`config.mk`:
```
export PLATFORM = sky130hd
export DESIGN_NAME = fp_addsub_param
export DESIGN_NICKNAME = d
export VERILOG_FILES = /design/src/rtl/fp_addsub_param.sv
export SDC_FILE = /design/constraint.sdc
export NUM_CORES = 1
export LEC_CHECK = 0
export BUFFER_PORTS_ARGS = -buffer_cell sky130_fd_sc_hd__buf_2
export CAP_MARGIN = 20
export CORE_UTILIZATION = 60
export DETAILED_ROUTE_END_ITERATION = 10
export PLACE_DENSITY = 0.78
export SLEW_MARGIN = 25
export SYNTH_ARGS = -nofsm -noshare
export SYNTH_HDL_FRONTEND = slang
export SYNTH_SLANG_ARGS = --single-unit
```
`constraint.sdc`:
```
create_clock -name clk -period 17.8 [get_ports clk]
set_input_delay 0 -clock clk [delete_from_list [all_inputs] [get_ports clk]]
set_output_delay 0 -clock clk [all_outputs]
set_load 0.02 [all_outputs]
```
`src/rtl/fp_addsub_param.sv`:
```
// fp_addsub_param: six-state multi-cycle FP adder/subtractor with RNE rounding and flush-to-zero.
// Define FP_ADDSUB_FLAGS_EN to add the flags[3:0] = {invalid, overflow, underflow, inexact} output.
module fp_addsub_param #(
    parameter int EXP_W = 8,
    parameter int MAN_W = 23
) (
    input  logic                 clk,
    input  logic                 reset,
    input  logic                 load,
    input  logic                 op,
    input  logic [EXP_W+MAN_W:0] Number1,
    input  logic [EXP_W+MAN_W:0] Number2,
    input  logic                 result_ack,
    output logic [EXP_W+MAN_W:0] Result,
    output logic                 result_ready,
    output logic                 busy
`ifdef FP_ADDSUB_FLAGS_EN
    ,
    output logic [3:0]           flags
`endif
);

    // state   | meaning
    // IDLE    | waiting for load, operands captured on load
    // ALIGN   | unpack, specials, swap, align smaller operand
    // ADD     | magnitude add or subtract
    // NORM    | normalise, leading-zero shift
    // ROUND   | round-to-nearest-even, range check, register Result
    // DONE    | result_ready high until result_ack

    localparam int W    = 1 + EXP_W + MAN_W;
    localparam int MW   = MAN_W + 4;
    localparam int EW   = EXP_W + 2;
    localparam int LZ_W = $clog2(MW + 1);

    localparam logic [EXP_W-1:0]    EXP_ONES  = '1;
    localparam logic [EXP_W-1:0]    SHIFT_MAX = EXP_W'(MAN_W + 3);
    localparam logic [LZ_W-1:0]     LZ_ONE    = 1;
    localparam logic signed [EW-1:0] E_ONE    = 1;
    localparam logic signed [EW-1:0] E_ZERO   = '0;
    localparam logic signed [EW-1:0] E_MAX    = {2'b00, EXP_ONES};
    localparam logic [W-1:0]        QNAN      = {1'b0, EXP_ONES, 1'b1, {(MAN_W-1){1'b0}}};

    typedef enum logic [2:0] {S_IDLE, S_ALIGN, S_ADD, S_NORM, S_ROUND, S_DONE} state_t;
    state_t state, state_nxt;

    logic [W-1:0]            a_q, b_q;
    logic                    sgn_q, sub_q, zsign_q, spec_hit_q, zero_q;
    logic [W-1:0]            spec_word_q;
    logic [EXP_W-1:0]        exp_q;
    logic [MW-1:0]           ml_q, ms_q, mn_q;
    logic [MW:0]             sum_q;
    logic signed [EW-1:0]    en_q;

    always_ff @(posedge clk or negedge reset) begin
        if (!reset) state <= S_IDLE;
        else        state <= state_nxt;
    end

    always_comb begin
        state_nxt = state;
        case (state)
            S_IDLE:  if (load) state_nxt = S_ALIGN;
            S_ALIGN: state_nxt = S_ADD;
            S_ADD:   state_nxt = S_NORM;
            S_NORM:  state_nxt = S_ROUND;
            S_ROUND: state_nxt = S_DONE;
            S_DONE:  if (result_ack) state_nxt = S_IDLE;
            default: state_nxt = S_IDLE;
        endcase
    end

    assign busy         = (state != S_IDLE);
    assign result_ready = (state == S_DONE);

    // ALIGN: unpack, special values, magnitude order, alignment shift
    logic [EXP_W-1:0] ea, eb, el, es, d;
    logic [MAN_W-1:0] fa, fb;
    logic             a_zero, b_zero, a_nan, b_nan, a_inf, b_inf, inv_in, swap, lost;
    logic             spec_hit;
    logic [W-1:0]     spec_word;
    logic [MW-1:0]    ma, mb, ml, ms, ms_tmp, ms_sh;
    logic             sl, ss;

    always_comb begin
        ea     = a_q[W-2:MAN_W];
        eb     = b_q[W-2:MAN_W];
        a_zero = (ea == '0);
        b_zero = (eb == '0);
        fa     = a_zero ? '0 : a_q[MAN_W-1:0];
        fb     = b_zero ? '0 : b_q[MAN_W-1:0];
        a_nan  = (ea == EXP_ONES) && (a_q[MAN_W-1:0] != '0);
        b_nan  = (eb == EXP_ONES) && (b_q[MAN_W-1:0] != '0);
        a_inf  = (ea == EXP_ONES) && (a_q[MAN_W-1:0] == '0);
        b_inf  = (eb == EXP_ONES) && (b_q[MAN_W-1:0] == '0);
        inv_in = a_nan | b_nan | (a_inf & b_inf & (a_q[W-1] != b_q[W-1]));
        spec_hit  = inv_in | a_inf | b_inf;
        spec_word = inv_in ? QNAN : (a_inf ? a_q : b_q);

        ma   = a_zero ? '0 : {1'b1, fa, 3'b000};
        mb   = b_zero ? '0 : {1'b1, fb, 3'b000};
        swap = ({eb, fb} > {ea, fa});
        el   = swap ? eb : ea;
        es   = swap ? ea : eb;
        ml   = swap ? mb : ma;
        ms   = swap ? ma : mb;
        sl   = swap ? b_q[W-1] : a_q[W-1];
        ss   = swap ? a_q[W-1] : b_q[W-1];
        d    = el - es;

        ms_tmp = ms >> d;
        lost   = ((ms_tmp << d) != ms);
        if (d >= SHIFT_MAX) ms_sh = {{(MW-1){1'b0}}, |ms};
        else                ms_sh = ms_tmp | {{(MW-1){1'b0}}, lost};
    end

    // NORM: carry-out shifts right with sticky, otherwise shift out leading zeros
    logic [LZ_W-1:0]      lz;
    logic                 found;
    logic [MW-1:0]        m_norm;
    logic signed [EW-1:0] exp_ext, lz_ext, e_norm;

    always_comb begin
        lz    = '0;
        found = 1'b0;
        for (int i = MW - 1; i >= 0; i--) begin
            if (!found) begin
                if (sum_q[i]) found = 1'b1;
                else          lz = lz + LZ_ONE;
            end
        end
        exp_ext = {2'b00, exp_q};
        lz_ext  = EW'(lz);
        if (sum_q[MW]) begin
            m_norm = {sum_q[MW:2], sum_q[1] | sum_q[0]};
            e_norm = exp_ext + E_ONE;
        end else begin
            m_norm = sum_q[MW-1:0] << lz;
            e_norm = exp_ext - lz_ext;
        end
    end

    // ROUND: RNE on guard/round/sticky, then overflow to inf or flush to zero
    logic                 rnd_up, ovf, unf;
    logic [MAN_W+1:0]     mr;
    logic [MAN_W-1:0]     frac;
    logic signed [EW-1:0] e_rnd;
    logic [W-1:0]         res_word;

    always_comb begin
        rnd_up = mn_q[2] & (mn_q[1] | mn_q[0] | mn_q[3]);
        mr     = {1'b0, mn_q[MW-1:3]} + {{(MAN_W+1){1'b0}}, rnd_up};
        frac   = mr[MAN_W+1] ? mr[MAN_W:1] : mr[MAN_W-1:0];
        e_rnd  = mr[MAN_W+1] ? en_q + E_ONE : en_q;
        ovf    = (e_rnd >= E_MAX);
        unf    = (e_rnd <= E_ZERO);
        if (spec_hit_q)  res_word = spec_word_q;
        else if (zero_q) res_word = {zsign_q, {(W-1){1'b0}}};
        else if (ovf)    res_word = {sgn_q, EXP_ONES, {MAN_W{1'b0}}};
        else if (unf)    res_word = {sgn_q, {(W-1){1'b0}}};
        else             res_word = {sgn_q, e_rnd[EXP_W-1:0], frac};
    end

`ifdef FP_ADDSUB_FLAGS_EN
    logic       spec_inv_q;
    logic [3:0] flags_nxt;
    always_comb begin
        flags_nxt    = '0;
        flags_nxt[3] = spec_hit_q & spec_inv_q;
        if (!spec_hit_q && !zero_q) begin
            flags_nxt[2] = ovf;
            flags_nxt[1] = ~ovf & unf;
            flags_nxt[0] = mn_q[2] | mn_q[1] | mn_q[0] | ovf | unf;
        end
    end
`endif

    always_ff @(posedge clk or negedge reset) begin
        if (!reset) begin
            a_q         <= '0;
            b_q         <= '0;
            sgn_q       <= 1'b0;
            sub_q       <= 1'b0;
            zsign_q     <= 1'b0;
            spec_hit_q  <= 1'b0;
            spec_word_q <= '0;
            exp_q       <= '0;
            ml_q        <= '0;
            ms_q        <= '0;
            sum_q       <= '0;
            mn_q        <= '0;
            en_q        <= '0;
            zero_q      <= 1'b0;
            Result      <= '0;
`ifdef FP_ADDSUB_FLAGS_EN
            spec_inv_q  <= 1'b0;
            flags       <= '0;
`endif
        end else begin
            case (state)
                S_IDLE: if (load) begin
                    a_q <= Number1;
                    b_q <= {Number2[W-1] ^ op, Number2[W-2:0]};
                end
                S_ALIGN: begin
                    sgn_q       <= sl;
                    sub_q       <= sl ^ ss;
                    zsign_q     <= sl & ss;
                    exp_q       <= el;
                    ml_q        <= ml;
                    ms_q        <= ms_sh;
                    spec_hit_q  <= spec_hit;
                    spec_word_q <= spec_word;
`ifdef FP_ADDSUB_FLAGS_EN
                    spec_inv_q  <= inv_in;
`endif
                end
                S_ADD: sum_q <= sub_q ? ({1'b0, ml_q} - {1'b0, ms_q}) : ({1'b0, ml_q} + {1'b0, ms_q});
                S_NORM: begin
                    mn_q   <= m_norm;
                    en_q   <= e_norm;
                    zero_q <= (sum_q == '0);
                end
                S_ROUND: begin
                    Result <= res_word;
`ifdef FP_ADDSUB_FLAGS_EN
                    flags  <= flags_nxt;
`endif
                end
                default: ;
            endcase
        end
    end

endmodule

```
## After elaboration in Yosys (flattened, before gate mapping)

Index checks and enable logic that the tools add are counted.

- Register bits after elaboration: 263
- Output and inout port bits: 34
- Logic and storage cells: 226

- Mux-type cells: 129
- Shifts and indexed selects: 3
- Eq/ne operators: 11
- Bitwise operators: 14
- $lt $le $gt $ge: 4
- Add/sub/neg operators: 33
- Reduce and logical (&&, ||, !) cells: 16

Operators with widths:

| operator | number |
|---|---|
| 2-to-1 mux 5 bit | 52 |
| 2-to-1 mux 27 bit | 6 |
| adder 5 x 1 -> 5 bit, second input constant | 26 |
| 2-to-1 mux 32 bit | 4 |
| 2-to-1 mux 23 bit | 3 |
| 2-to-1 mux 31 bit | 2 |
| 2-to-1 mux 1 bit | 54 |
| zero test 23 bit | 2 |
| nonzero test 23 bit | 2 |
| > comparator 31 bit | 1 |
| adder 27 x 27 -> 28 bit | 1 |
| zero test 28 bit | 1 |
| 2-to-1 mux 28 bit | 1 |
| subtractor 27 x 27 -> 28 bit | 1 |
| != test 27 bit | 1 |
| bitwise OR 27 x 1 -> 27 bit | 1 |
| OR reduction 27 bit | 1 |
| << shifter 27 x 5 -> 27 bit | 1 |
| << shifter 27 x 8 -> 27 bit | 1 |
| >> shifter 27 x 8 -> 27 bit | 1 |
| adder 24 x 1 -> 25 bit | 1 |
| 2-to-1 mux 10 bit | 2 |
| case mux 3 bit (6 select lines) | 1 |
| == test 8 bit, second input constant | 2 |
| 22 further kinds | 42 |

## Logic depth before layout (Yosys ltp)

- Depth in word-level cells: 81
- Mapped depth: 96
- Mapped depth without buffers: 94

## Worst setup path before layout

OpenSTA, ideal clock, no wires.

- Kind: flip-flop to flip-flop
- Start point: register sum_q[25]
- End point: register en_q[7]
- Setup time: 0.134 ns
- Cell stages (with the launch flop): 93
- Buffers on the path: 1
- Clock period less this slack: 15.471 ns
- Slack: 2.329 ns
- Arrival time: 15.337 ns
- Cells stage by stage: dfrtp_1 buf_6 nor2_1 ha_1 o21a_1 ha_1 mux2i_1 nand2b_1 nand2_1 inv_1 ha_1 o2bb2ai_1 ha_1 mux2i_1 o22ai_1 ha_1 mux2i_1 o211ai_1 (+57 left out) ha_1 nand2_1 a31oi_1 ha_1 nor2b_1 maj3_1 nand3_2 xnor3_1 xnor2_4 xor2_4 inv_2 ha_1 inv_1 o21ai_0 nor3_1 a21oi_1 xor2_1 o21ai_0

- Word-level cells in the longest chain between the ends: 79
- Elaborated cells between the ends (all ways): 105
- Those cells by class: add/sub: 26; mux: 79

RTL lines:

| element | line | source |
|---|---|---|
| from (decl) | 52 | `logic [MW:0] sum_q;` |
| from (signal assigned) | 218 | `S_ADD: sum_q <= sub_q ? ({1'b0, ml_q} - {1'b0, ms_q}) : ({1'b0, ml_q} + {1'b0, ms_q});` |
| 2-to-1 mux 5 bit | 128 | `if (sum_q[i]) found = 1'b1;` |
| 2-to-1 mux 5 bit | 127 | `if (!found) begin` |
| adder 5 x 1 -> 5 bit | 129 | `else lz = lz + LZ_ONE;` |
| 2-to-1 mux 5 bit | 128 |  |
| 2-to-1 mux 5 bit | 127 |  |
| adder 5 x 1 -> 5 bit | 129 |  |
| 2-to-1 mux 5 bit | 128 |  |
| 2-to-1 mux 5 bit | 127 |  |
| (+63 left out) | n/a |  |
| adder 5 x 1 -> 5 bit | 129 |  |
| 2-to-1 mux 5 bit | 128 |  |
| 2-to-1 mux 5 bit | 127 |  |
| adder 5 x 1 -> 5 bit | 129 |  |
| 2-to-1 mux 5 bit | 128 |  |
| 2-to-1 mux 5 bit (*) | 127 |  |
| subtractor 8 x 5 -> 9 bit (*) | 139 | `e_norm = exp_ext - lz_ext;` |
| 2-to-1 mux 10 bit (*) | 134 | `if (sum_q[MW]) begin` |
| to (signal assigned) | 221 | `en_q <= e_norm;` |
| to (decl) | 53 | `logic signed [EW-1:0] en_q;` |

Every way passes the cells marked *; elsewhere a longest branch is shown, timed or not.
A chain may end at the register's enable or synchronous reset.

## Final worst setup path

- Start point: register sum_q[24]
- End point: register en_q[6]

- Word-level cells in the longest chain between the ends: 76
- Elaborated cells between the ends (all ways): 101
- Those cells by class: add/sub: 25; mux: 76

RTL lines:

| element | line |
|---|---|
| 2-to-1 mux 5 bit | 128 |
| 2-to-1 mux 5 bit | 127 |
| adder 5 x 1 -> 5 bit | 129 |
| 2-to-1 mux 5 bit | 128 |
| 2-to-1 mux 5 bit | 127 |
| adder 5 x 1 -> 5 bit | 129 |
| 2-to-1 mux 5 bit | 128 |
| 2-to-1 mux 5 bit | 127 |
| (+60 left out) | n/a |
| adder 5 x 1 -> 5 bit | 129 |
| 2-to-1 mux 5 bit | 128 |
| 2-to-1 mux 5 bit | 127 |
| adder 5 x 1 -> 5 bit | 129 |
| 2-to-1 mux 5 bit | 128 |
| 2-to-1 mux 5 bit (*) | 127 |
| subtractor 8 x 5 -> 9 bit (*) | 139 |
| 2-to-1 mux 10 bit (*) | 134 |

Marks and branches as above.

==> run metrics <==
crit share post-route=94.9%; Final Setup Violations=0; DR DRC count=0; maxcap violations=0; Critical Path Max Stage Delay=0.42 ns; die height=197 µm; Setup Total Neg Slack=0 ns; initial antenna violation count=2; Core Area=37600 µm²; CTS root buffer=clkbuf_16; Util after Layout=67.8%; Max Slew Vio Count=0; Sink Count=260; prevailing post-synth register cell=dfrtp_1; CP Data Arrival Time=17.34 ns; Finished Layout Cells=3479; Setup crit end kind=flop; H-Tree Depth=1; clock skew=0.0580 ns; Post-layout nets=3108; Mean Syn Cell Area=7.91 µm²; r2r startpoint=sum_q[24]; fmax=59.2 MHz; Post-synth EDFFs=0; FILL cells=3123; Post-Place Cell Area=23600 µm²; Chip Width=197 µm; IO Port Bufs=102; GRT Util Overall=43.1%; CP Max Fanout=5; Clk pin slew, worst setup/hold paths=0.06 ns; Vias/cell=6.87; TritonRoute pass-1 iters=6; FP Rows=71; Final ANT Viol Nets=0; Cell variety after synth=104; Final Cell Area=25500 µm²; status=complete, no violations; worst path required time=18.24 ns; Cell Area, Synth=22800 µm²; DR WL/cell=24.4 µm; most used cell, CP=ha_1; post-synthesis register bit count=260; Final Hold Fails=0; syn nets=3047; ys async rst share=100%; global route overflow=0; Yosys Warn Count=0; Synth Instances=2887; register area share after synthesis=28.5%; CTS Buf Count=29; worst slew pin tran=1.16 ns; Slew headroom=22.2%; global-route wire length before repair=130000 µm; GPL Wtd Cong=1.04; Die ar.=38800 µm²; via count=23891; Detailed Route Iter0 Violations=3229; Period minus WS final=16.89 ns; R2R setup slack=0.91 ns; largest net degree at the start of global routing=110; vias in the first global route=22648; WL final=84900 µm; CP top delay family=adder cells; Layout area overhead=11.6%; Hold WC Path Type=input port to asynchronous set/reset pin; crit path max-delay cell type=dfrtp_2; CP Launch Type=flop; clk buf depth=3; CP Class=flop to flop; worst setup path start=sum_q[24]; Skew-Pair Late Insertion Delay=0.60 ns; share of post-route cells with drive strength above 1=13.1%; Initial Util=60.8%; Final HPWL DP=61200 µm; DP Cell Count=3344; crit path buf inv count=5; number of top-level pins=103; CTS tree=done
## kinds of logic (layout without fill, tap and decap cells)
logic type               count (synthesis)  in the layout  synth area share, %
AND/OR/NAND/NOR                       1118           1118                 23.1
AO/OA/AOI/OAI                          829            829                 23.4
buffers and inverters                  276            355                 4.66
flip-flops                             260            260                 28.5
multiplexers                           174            174                 8.90
XOR/XNOR                               136            136                 6.31
adder cells (fa/ha/maj)                 94             94                 5.15
other                                    0              2                    0
## worst paths after layout
check	endpoint	cells past startpoint
worst max-delay path	en_q[6]	91
worst min-delay path	b_q[27]	2
worst max register to register	en_q[6]	91
worst min register to register	ml_q[12]	2
max in group asynchronous	sum_q[26]	4
min in group clk	a_q[25]	4
## cell usage after synthesis, drive strengths merged, types with 78 or more instances
cell type	instances	area share, %
mux2	83	4.1
ha	90	4.9
nand2	391	6.4
nand3	82	1.8
o21ai	222	4.9
dfrtp	260	28
clkbuf	164	2.7
a21oi	207	4.5
nor2	288	4.8
xnor2	88	3.8
inv	78	1.3
nor3	92	2.1
## flip-flops by register name, summed over array words and instances (netlist names)
signal	count
exp_q	8
state	3
sgn_q	1
spec_hit_q	1
sum_q	28
zero_q	1
ml_q	24
sub_q	1
zsign_q	1
a_q	32
spec_word_q	32
Result	32
mn_q	27
b_q	32
ms_q	27
en_q	10
## metal layers
metal	GRT usage, %	vias up	share of wire, %
met5	0	-	0.020
met2	69.4	1566	46
met3	6.86	359	10
met1	55.3	11299	38
met4	24.5	2	6.5
li1	-	10665	-
## layout make-up
type | count | area, µm² | area share, %
Antenna cell | 2 | 5.00 | 0.0196
Clock buffer | 37 | 796 | 3.12
Clock inverter | 12 | 165 | 0.648
Inverter | 79 | 303 | 1.19
Multi-Input combinational cell | 2351 | 15400 | 60.6
Sequential cell | 260 | 6510 | 25.5
Tap cell | 511 | 639 | 2.51
Timing Repair Buffer | 227 | 1630 | 6.41
## cell usage in the layout (no fill, tap or decap), types with 11 or more instances in the layout
cell type      count
buf_2            101
dlygate4sd3_1     68
nor2b_1           32
nor3_1            87
and2_1            32
o211ai_1          27
a21oi_1          205
a22oi_1           28
nand2_1          388
or3_1             17
a211oi_1          34
o22a_1            16
mux2i_1           76
clkbuf_16         29
dfrtp_1          257
nand2b_1          19
a31oi_1           38
nor4_1            44
o21bai_1          11
ha_1              86
o221ai_1          20
and3_1            29
buf_4             56
or2_2             12
o31ai_1           30
o21ai_0          209
nand3_1           81
a21o_1            23
mux2_2            82
o22ai_1           11
mux4_2            14
xor2_1            35
o21a_1            16
nor2_1           282
nand4_1           30
inv_1             73
xnor2_1           79
a22o_1            27
a221oi_1          16
## per-stage QoR
step | hold slack [ns] | setup WS, ns
global placement | 0.100 | 1.25
CTS | 0.0992 | 0.0684
detailed placement | 0.120 | 0.180
floorplan | -0.296 | 2.33
finish | 0.0517 | 0.907
global route | 0.150 | -0.0988
## what timing repair did
item | in CTS | in global routing
hold buffers | 68 | 0
hold endpoints to repair | 174 | 0
endpoints found under the setup margin | 0 | 36
gates resized for setup | 0 | 34
buffers inserted | 0 | 16
Power is left out: the tool's default activity adds up to more than one toggle a clock period on the data nets, which glitch-free logic cannot reach.
